[src/rtl/cpu_step_ctrl.sv]
// CPU execution controller: mode/step-button conditioning into a per-cycle cpu_en qualifier.
// Define CYCLE_COUNTER_EN to build the executed-cycle counter; otherwise cycle_count is tied to 0.
module cpu_step_ctrl #(
  parameter int DEBOUNCE_CYCLES = 1_000_000,
  parameter int SLOW_DIV        = 25_000_000,
  parameter int COUNT_WIDTH     = 16
) (
  input  logic                   CLK_50,
  input  logic                   resetN,
  input  logic                   step_btn,
  input  logic [1:0]             mode,
  output logic                   cpu_en,
  output logic                   halted,
  output logic [COUNT_WIDTH-1:0] cycle_count
);

  localparam int DB_W  = (DEBOUNCE_CYCLES > 2) ? $clog2(DEBOUNCE_CYCLES) : 1;
  localparam int PRE_W = (SLOW_DIV > 2) ? $clog2(SLOW_DIV) : 1;

  localparam logic [DB_W-1:0]  DB_MAX  = DB_W'(DEBOUNCE_CYCLES - 1);
  localparam logic [DB_W-1:0]  DB_ONE  = DB_W'(1);
  localparam logic [PRE_W-1:0] PRE_MAX = PRE_W'(SLOW_DIV - 1);
  localparam logic [PRE_W-1:0] PRE_ONE = PRE_W'(1);

  localparam logic [1:0] ST_RUN  = 2'd0;
  localparam logic [1:0] ST_SLOW = 2'd1;
  localparam logic [1:0] ST_STEP = 2'd2;
  localparam logic [1:0] ST_HALT = 2'd3;

  logic             btn_meta_r;
  logic             btn_sync_r;
  logic [1:0]       mode_meta_r;
  logic [1:0]       mode_sync_r;
  logic [DB_W-1:0]  db_cnt_r;
  logic             btn_db_r;
  logic             btn_db_prev_r;
  logic             step_pulse_s;
  logic [1:0]       state_r;
  logic [1:0]       state_next_s;
  logic [PRE_W-1:0] pre_r;
  logic             cpu_en_next_s;
  logic             halted_next_s;
  logic             cpu_en_r;
  logic             halted_r;

  function automatic logic [1:0] decode_mode(input logic [1:0] m);
    case (m)
      2'b00:   decode_mode = ST_RUN;
      2'b01:   decode_mode = ST_SLOW;
      2'b10:   decode_mode = ST_STEP;
      2'b11:   decode_mode = ST_HALT;
      default: decode_mode = ST_HALT;
    endcase
  endfunction

  // Two-flop synchronisers; reset values read as "button released" and HALT.
  always_ff @(posedge CLK_50 or negedge resetN) begin
    if (!resetN) begin
      btn_meta_r  <= 1'b1;
      btn_sync_r  <= 1'b1;
      mode_meta_r <= 2'b11;
      mode_sync_r <= 2'b11;
    end else begin
      btn_meta_r  <= step_btn;
      btn_sync_r  <= btn_meta_r;
      mode_meta_r <= mode;
      mode_sync_r <= mode_meta_r;
    end
  end

  // Debouncer: the accepted level only flips after DEBOUNCE_CYCLES of disagreement.
  always_ff @(posedge CLK_50 or negedge resetN) begin
    if (!resetN) begin
      db_cnt_r <= {DB_W{1'b0}};
      btn_db_r <= 1'b1;
    end else if (btn_sync_r == btn_db_r) begin
      db_cnt_r <= {DB_W{1'b0}};
      btn_db_r <= btn_db_r;
    end else if (db_cnt_r == DB_MAX) begin
      db_cnt_r <= {DB_W{1'b0}};
      btn_db_r <= ~btn_db_r;
    end else begin
      db_cnt_r <= db_cnt_r + DB_ONE;
      btn_db_r <= btn_db_r;
    end
  end

  // Previous debounced level for edge detection.
  always_ff @(posedge CLK_50 or negedge resetN) begin
    if (!resetN) begin
      btn_db_prev_r <= 1'b1;
    end else begin
      btn_db_prev_r <= btn_db_r;
    end
  end

  // Press (falling edge of the debounced level) only; release is ignored.
  assign step_pulse_s = btn_db_prev_r & ~btn_db_r;
  assign state_next_s = decode_mode(mode_sync_r);

  // Prescaler free-runs only while the current state is SLOW.
  always_ff @(posedge CLK_50 or negedge resetN) begin
    if (!resetN) begin
      pre_r <= {PRE_W{1'b0}};
    end else if (state_r != ST_SLOW) begin
      pre_r <= {PRE_W{1'b0}};
    end else if (pre_r == PRE_MAX) begin
      pre_r <= {PRE_W{1'b0}};
    end else begin
      pre_r <= pre_r + PRE_ONE;
    end
  end

  // Enable is decided by the incoming state, so a pulse seen while leaving STEP is dropped.
  always_comb begin
    cpu_en_next_s = 1'b0;
    case (state_next_s)
      ST_RUN:  cpu_en_next_s = 1'b1;
      ST_SLOW: cpu_en_next_s = (pre_r == PRE_MAX);
      ST_STEP: cpu_en_next_s = step_pulse_s;
      ST_HALT: cpu_en_next_s = 1'b0;
      default: cpu_en_next_s = 1'b0;
    endcase
    halted_next_s = (state_next_s == ST_STEP) || (state_next_s == ST_HALT);
  end

  // State and registered outputs.
  always_ff @(posedge CLK_50 or negedge resetN) begin
    if (!resetN) begin
      state_r  <= ST_HALT;
      cpu_en_r <= 1'b0;
      halted_r <= 1'b1;
    end else begin
      state_r  <= state_next_s;
      cpu_en_r <= cpu_en_next_s;
      halted_r <= halted_next_s;
    end
  end

  assign cpu_en = cpu_en_r;
  assign halted = halted_r;

`ifdef CYCLE_COUNTER_EN
  localparam logic [COUNT_WIDTH-1:0] CNT_ONE = COUNT_WIDTH'(1);
  logic [COUNT_WIDTH-1:0] cnt_r;

  // Executed-cycle counter, wraps modulo 2^COUNT_WIDTH.
  always_ff @(posedge CLK_50 or negedge resetN) begin
    if (!resetN) begin
      cnt_r <= {COUNT_WIDTH{1'b0}};
    end else if (cpu_en_r) begin
      cnt_r <= cnt_r + CNT_ONE;
    end else begin
      cnt_r <= cnt_r;
    end
  end

  assign cycle_count = cnt_r;
`else
  assign cycle_count = {COUNT_WIDTH{1'b0}};
`endif

endmodule

[config.mk]
export PLATFORM = sky130hd
export DESIGN_NAME = cpu_step_ctrl
export DESIGN_NICKNAME = d
export VERILOG_FILES = /design/src/rtl/cpu_step_ctrl.sv
export SDC_FILE = /design/constraint.sdc
export NUM_CORES = 1
export LEC_CHECK = 0
export BUFFER_PORTS_ARGS = -buffer_cell sky130_fd_sc_hd__buf_2
export CORE_MARGIN = 2
export CORE_UTILIZATION = 42
export CTS_CLUSTER_SIZE = 20
export DETAILED_ROUTE_END_ITERATION = 7
export HOLD_SLACK_MARGIN = 0.03
export PLACE_DENSITY_LB_ADDON = 0.3
export REMOVE_ABC_BUFFERS = 1
export SYNTH_ARGS = -nofsm -noshare
export SYNTH_HDL_FRONTEND = slang
export SYNTH_SLANG_ARGS = --single-unit
[constraint.sdc]
create_clock -name CLK_50 -period 3.24 [get_ports CLK_50]
set_clock_uncertainty 0.2 [all_clocks]
set_input_delay 0.162 -clock CLK_50 [delete_from_list [all_inputs] [get_ports CLK_50]]
set_output_delay 0.162 -clock CLK_50 [all_outputs]
set_load 0.02 [all_outputs]
* Yosys cells after proc, flatten, opt, wreduce, memory -nomap -nowiden
Index checks and enable logic that the tools add are counted.
Storage, ports and cells: register bits after elaboration 57, input port bits 5, output and inout bits 18, logic and storage cells 36
Operators by class: add/subtract/negate cells 2, equality and inequality tests 10, muxes and demuxes 6, bitwise logic cells 3, reductions and logical operators 4
Operator list (count):
- $mux W25 | 2
- $mux W20 | 2
- $add A25 B1 Y25 const B | 1
- $eq A25 B25 Y1 const B | 1
- $add A20 B1 Y20 const B | 1
- $eq A20 B20 Y1 const B | 1
- $eq A2 B2 Y1 const B | 4
- $pmux W2 S4 | 1
- $eq A2 B1 Y1 const B | 2
- $logic_not A2 Y1 | 2
- $pmux W1 S4 | 1
- $ne A2 B1 Y1 const B | 1
- $not A1 Y1 | 2
- $reduce_and A2 Y1 | 1
- $and A1 B1 Y1 | 1
- $eq A1 B1 Y1 | 1
- $logic_or A1 B1 Y1 | 1

* Longest topological paths before layout
word-level depth 4, mapped depth 6, depth with buffers taken out 5

* Worst setup path before layout
No wires, ideal clock.
path type register to register, start point register pre_r[0], end point register pre_r[22], arrival 2.017 ns, required time 2.966 ns, slack 0.949 ns, stages on the path, launching flop included 7, path buffers 1, path through dfrtp_1 ha_1 nand4_4 or4_4 buf_6 or4_4 a21oi_2
On the way: word-level cells in the longest chain between the ends 3, elaborated cells on any way between the ends 4
RTL lines:
- from (decl) | RTL line 40 | logic [PRE_W-1:0] pre_r;
- from (signal assigned) | RTL line 104 | pre_r <= {PRE_W{1'b0}};
- from (signal assigned) | RTL line 106 | pre_r <= {PRE_W{1'b0}};
- from (signal assigned) | RTL line 108 | pre_r <= {PRE_W{1'b0}};
- $add A25 B1 Y25 / $eq A25 B25 Y1 (equally long branches) | RTL line 110, 107
- $mux W25 * | RTL line 107 | end else if (pre_r == PRE_MAX) begin
- $mux W25 * | RTL line 105 | end else if (state_r != ST_SLOW) begin
Every way passes the cells marked *; elsewhere a longest branch is shown, timed or not. A chain may end at the register's enable or synchronous reset.

* Final worst setup path
start point register pre_r[0], end point register pre_r[24]
Same word-level chain as after synthesis.

==> impl_metrics.tcl <==
set metrics [dict create \
    io_pins 23 \
    path_class "register to register" \
    reg2regPathDepth 5 \
    drt_iter0_drc 94 \
    critPathRequiredTime_ns 3.28 \
    cts_tree "built" \
    leakage_nw 1.17 \
    drv_slew 0 \
    avgRoutedWirePerCell_um 13.3 \
    drc 0 \
    synth_seq_cells 56 \
    fin_crit_ns 2.39 \
    hold_class "register to register" \
    grt_pass1_vias 1881 \
    ys_warn_count 0 \
    synthFlopType "dfrtp_1" \
    ctsHoldBuffers 4 \
    core_area_um2 6350 \
    synth_cell_types 38 \
    antenna_found_initial 0 \
    cts.sinks 56 \
    setup.worst_path.start_class "register" \
    tightestPinTransition_ns 0.893 \
    synth.most_common_cell "dfrtp_1" \
    synth.cells.most_frequent "dfrtp_1, nor2_1, a21oi_1, buf_4, nand2_1" \
    htree_levels 2 \
    reg2reg_to "pre_r[24]$_DFF_PN0_" \
    dieArea_um2 7230 \
    wirelength_mm 4.85 \
    cp_max_fo 11 \
    drtPass1Iterations 4 \
    yosys.area.top_type_share_pct 41.7 \
    clock_tree.root_cell "clkbuf_8" \
    rrSetupSlack_ns 0.85 \
    cts_buffers 5 \
    status "finished clean" \
    netlist_instances 274 \
    vdd_drop_max_v 0.000284 \
    area_delta_synth_final_pct 7.76 \
    die_w_um 85.1 \
    r2r_start "pre_r[0]$_DFF_PN0_" \
    holdWs_ns 0.161 \
    grt-ovfl-total 0 \
    power.density_nw_per_um2 420 \
    cap_violations 0 \
    placementRows 29 \
    setup_viol 0 \
    grt_first_pass_wirelength_mm 8.67 \
    min_to "btn_sync_r$_DFF_PN1_" \
    synth_edf_count 0 \
    rsz0062_at_grt "false" \
    synthArstFlopShare_pct 100 \
    setup_tns_ns 0 \
    synthTopCellsByArea "dfrtp_1, dfstp_2, xnor2_1, buf_4, nor2_1" \
    drive_gt1_share_pct 12.8 \
    clock_path_buffers 2 \
    critPathCaptureType "register" \
    nNetsFinal 294 \
    syn_avg_cell_area_um2 10.1 \
    floorplan.initialDensity_pct 43.4 \
    viasPerCell 5.33 \
    utilization_pct 46.8 \
    die_y_um 85.1 \
    worstHoldStart "btn_meta_r$_DFF_PN1_" \
    clk_latency_ns 0.31 \
    place_congestion 0.770 \
    period_share_pct 73.6 \
    ys_seq_area_share_pct 51.2 \
    port_buffers 6 \
    hpwl_mm 3.43 \
    finalHoldViolations 0 \
    track_usage_pct 14.7 \
    syn_area_um2 2760 \
    final_antenna_net_count 0 \
    clk_pin_slew_worst_paths_ns 0.10 \
    fmax_mhz 419 \
    cp_data_arrival_time_ns 2.43 \
    grt_max_degree 42 \
    synth_area_leader_cell "dfrtp_1" \
    cts_resized 0 \
    vias 1945 \
    antenna_cells 0 \
    post_cts_buffers 0 \
    hold-path-cell-count 0 \
    slew_headroom_pct 40.4 \
]
state kept, by name, summed over array words and instances (netlist names):
name / flops
btn_db_prev_r: 1
btn_db_r: 1
btn_meta_r: 1
btn_sync_r: 1
cpu_en: 1
db_cnt_r: 20
halted: 1
mode_meta_r: 2
mode_sync_r: 2
pre_r: 25
state_r: 1
where the power goes:
| group | internal (W) | switching, W | leakage (nW) | total, W |
|---|---|---|---|---|
| sequential | 0.000713 | 0.00000726 | 0.743 | 0.000720 |
| clock | 0.000233 | 0.000234 | 0.0548 | 0.000467 |
| combinational | 0.0000144 | 0.0000465 | 0.376 | 0.0000609 |
| total | 0.000960 | 0.000288 | 1.17 | 0.00125 |
worst max-delay path: stages (launching register included):
cell and delay (ns):
dfrtp_1 0.41, ha_1 0.27, nand4_4 0.16, or4_4 0.61, or4_1 0.52, a21oi_1 0.15
cell families (layout without fill, tap and decap cells):
kind of cell | count (synthesis) | in the layout | synth area share, %
flip-flops | 56 | 56 | 51.2
buffers and inverters | 32 | 31 | 6.80
XOR/XNOR | 25 | 25 | 7.94
adder cells (fa/ha/maj) | 2 | 2 | 0.907
AO/OA/AOI/OAI | 37 | 37 | 7.75
multiplexers | 1 | 1 | 0.408
AND/OR/NAND/NOR | 120 | 120 | 24.8
other | 1 | 16 | 0.136
routing by layer:
metal  track usage, %  wire (µm)  vias up
li1                 -          -      956
met5                0          0        -
met3             2.72        131        5
met1             20.7       2400      952
met4             4.76         58        0
met2             23.0       2260       32
how the worst max path moves through the flow:
stage,cells after the start,slack [ns],start,end
finish,5,0.85,pre_r[0]$_DFF_PN0_,pre_r[24]$_DFF_PN0_
global route,5,0.71,db_cnt_r[0]$_DFF_PN0_,db_cnt_r[18]$_DFF_PN0_
CTS,5,0.86,pre_r[0]$_DFF_PN0_,pre_r[24]$_DFF_PN0_
detailed placement,5,0.88,pre_r[0]$_DFF_PN0_,pre_r[24]$_DFF_PN0_
global placement,5,0.92,pre_r[0]$_DFF_PN0_,pre_r[24]$_DFF_PN0_
floorplan,5,0.89,pre_r[0]$_DFF_PN0_,pre_r[10]$_DFF_PN0_
metrics by stage:
stage | instances | instance area [µm²] | worst slack (ns) | total power, W
after floorplan | 266 | 2660 | 0.895 | 0.000764
after global routing | 365 | 2970 | 0.706 | 0.00129
after CTS | 365 | 2970 | 0.856 | 0.00126
after detailed placement | 353 | 2820 | 0.884 | 0.000792
final | 365 | 2970 | 0.855 | 0.00125
after global placement | 353 | 2820 | 0.924 | 0.000791
layout by cell type, fill, tap and decap left out, types with 10 or more instances in the layout:
master / Yosys / final
a21oi_1: 16 / 16
conb_1: 1 / 16
dfrtp_1: 46 / 46
dfstp_2: 10 / 10
nand2_1: 15 / 15
nand3_1: 13 / 13
nand4_1: 11 / 11
nor2_1: 30 / 30
o21ai_0: 11 / 11
xnor2_1: 14 / 14
xor2_1: 11 / 11
area by class of cell:
type,count,area (µm²)
timing repair buffer,14,100
multi-input combinational,201,1210
fill,592,3380
sequential,56,1410
tap,77,96.3
clock inverter,3,46.3
inverter,9,33.8
clock buffer,5,68.8
(Power assumes the default switching activity.)
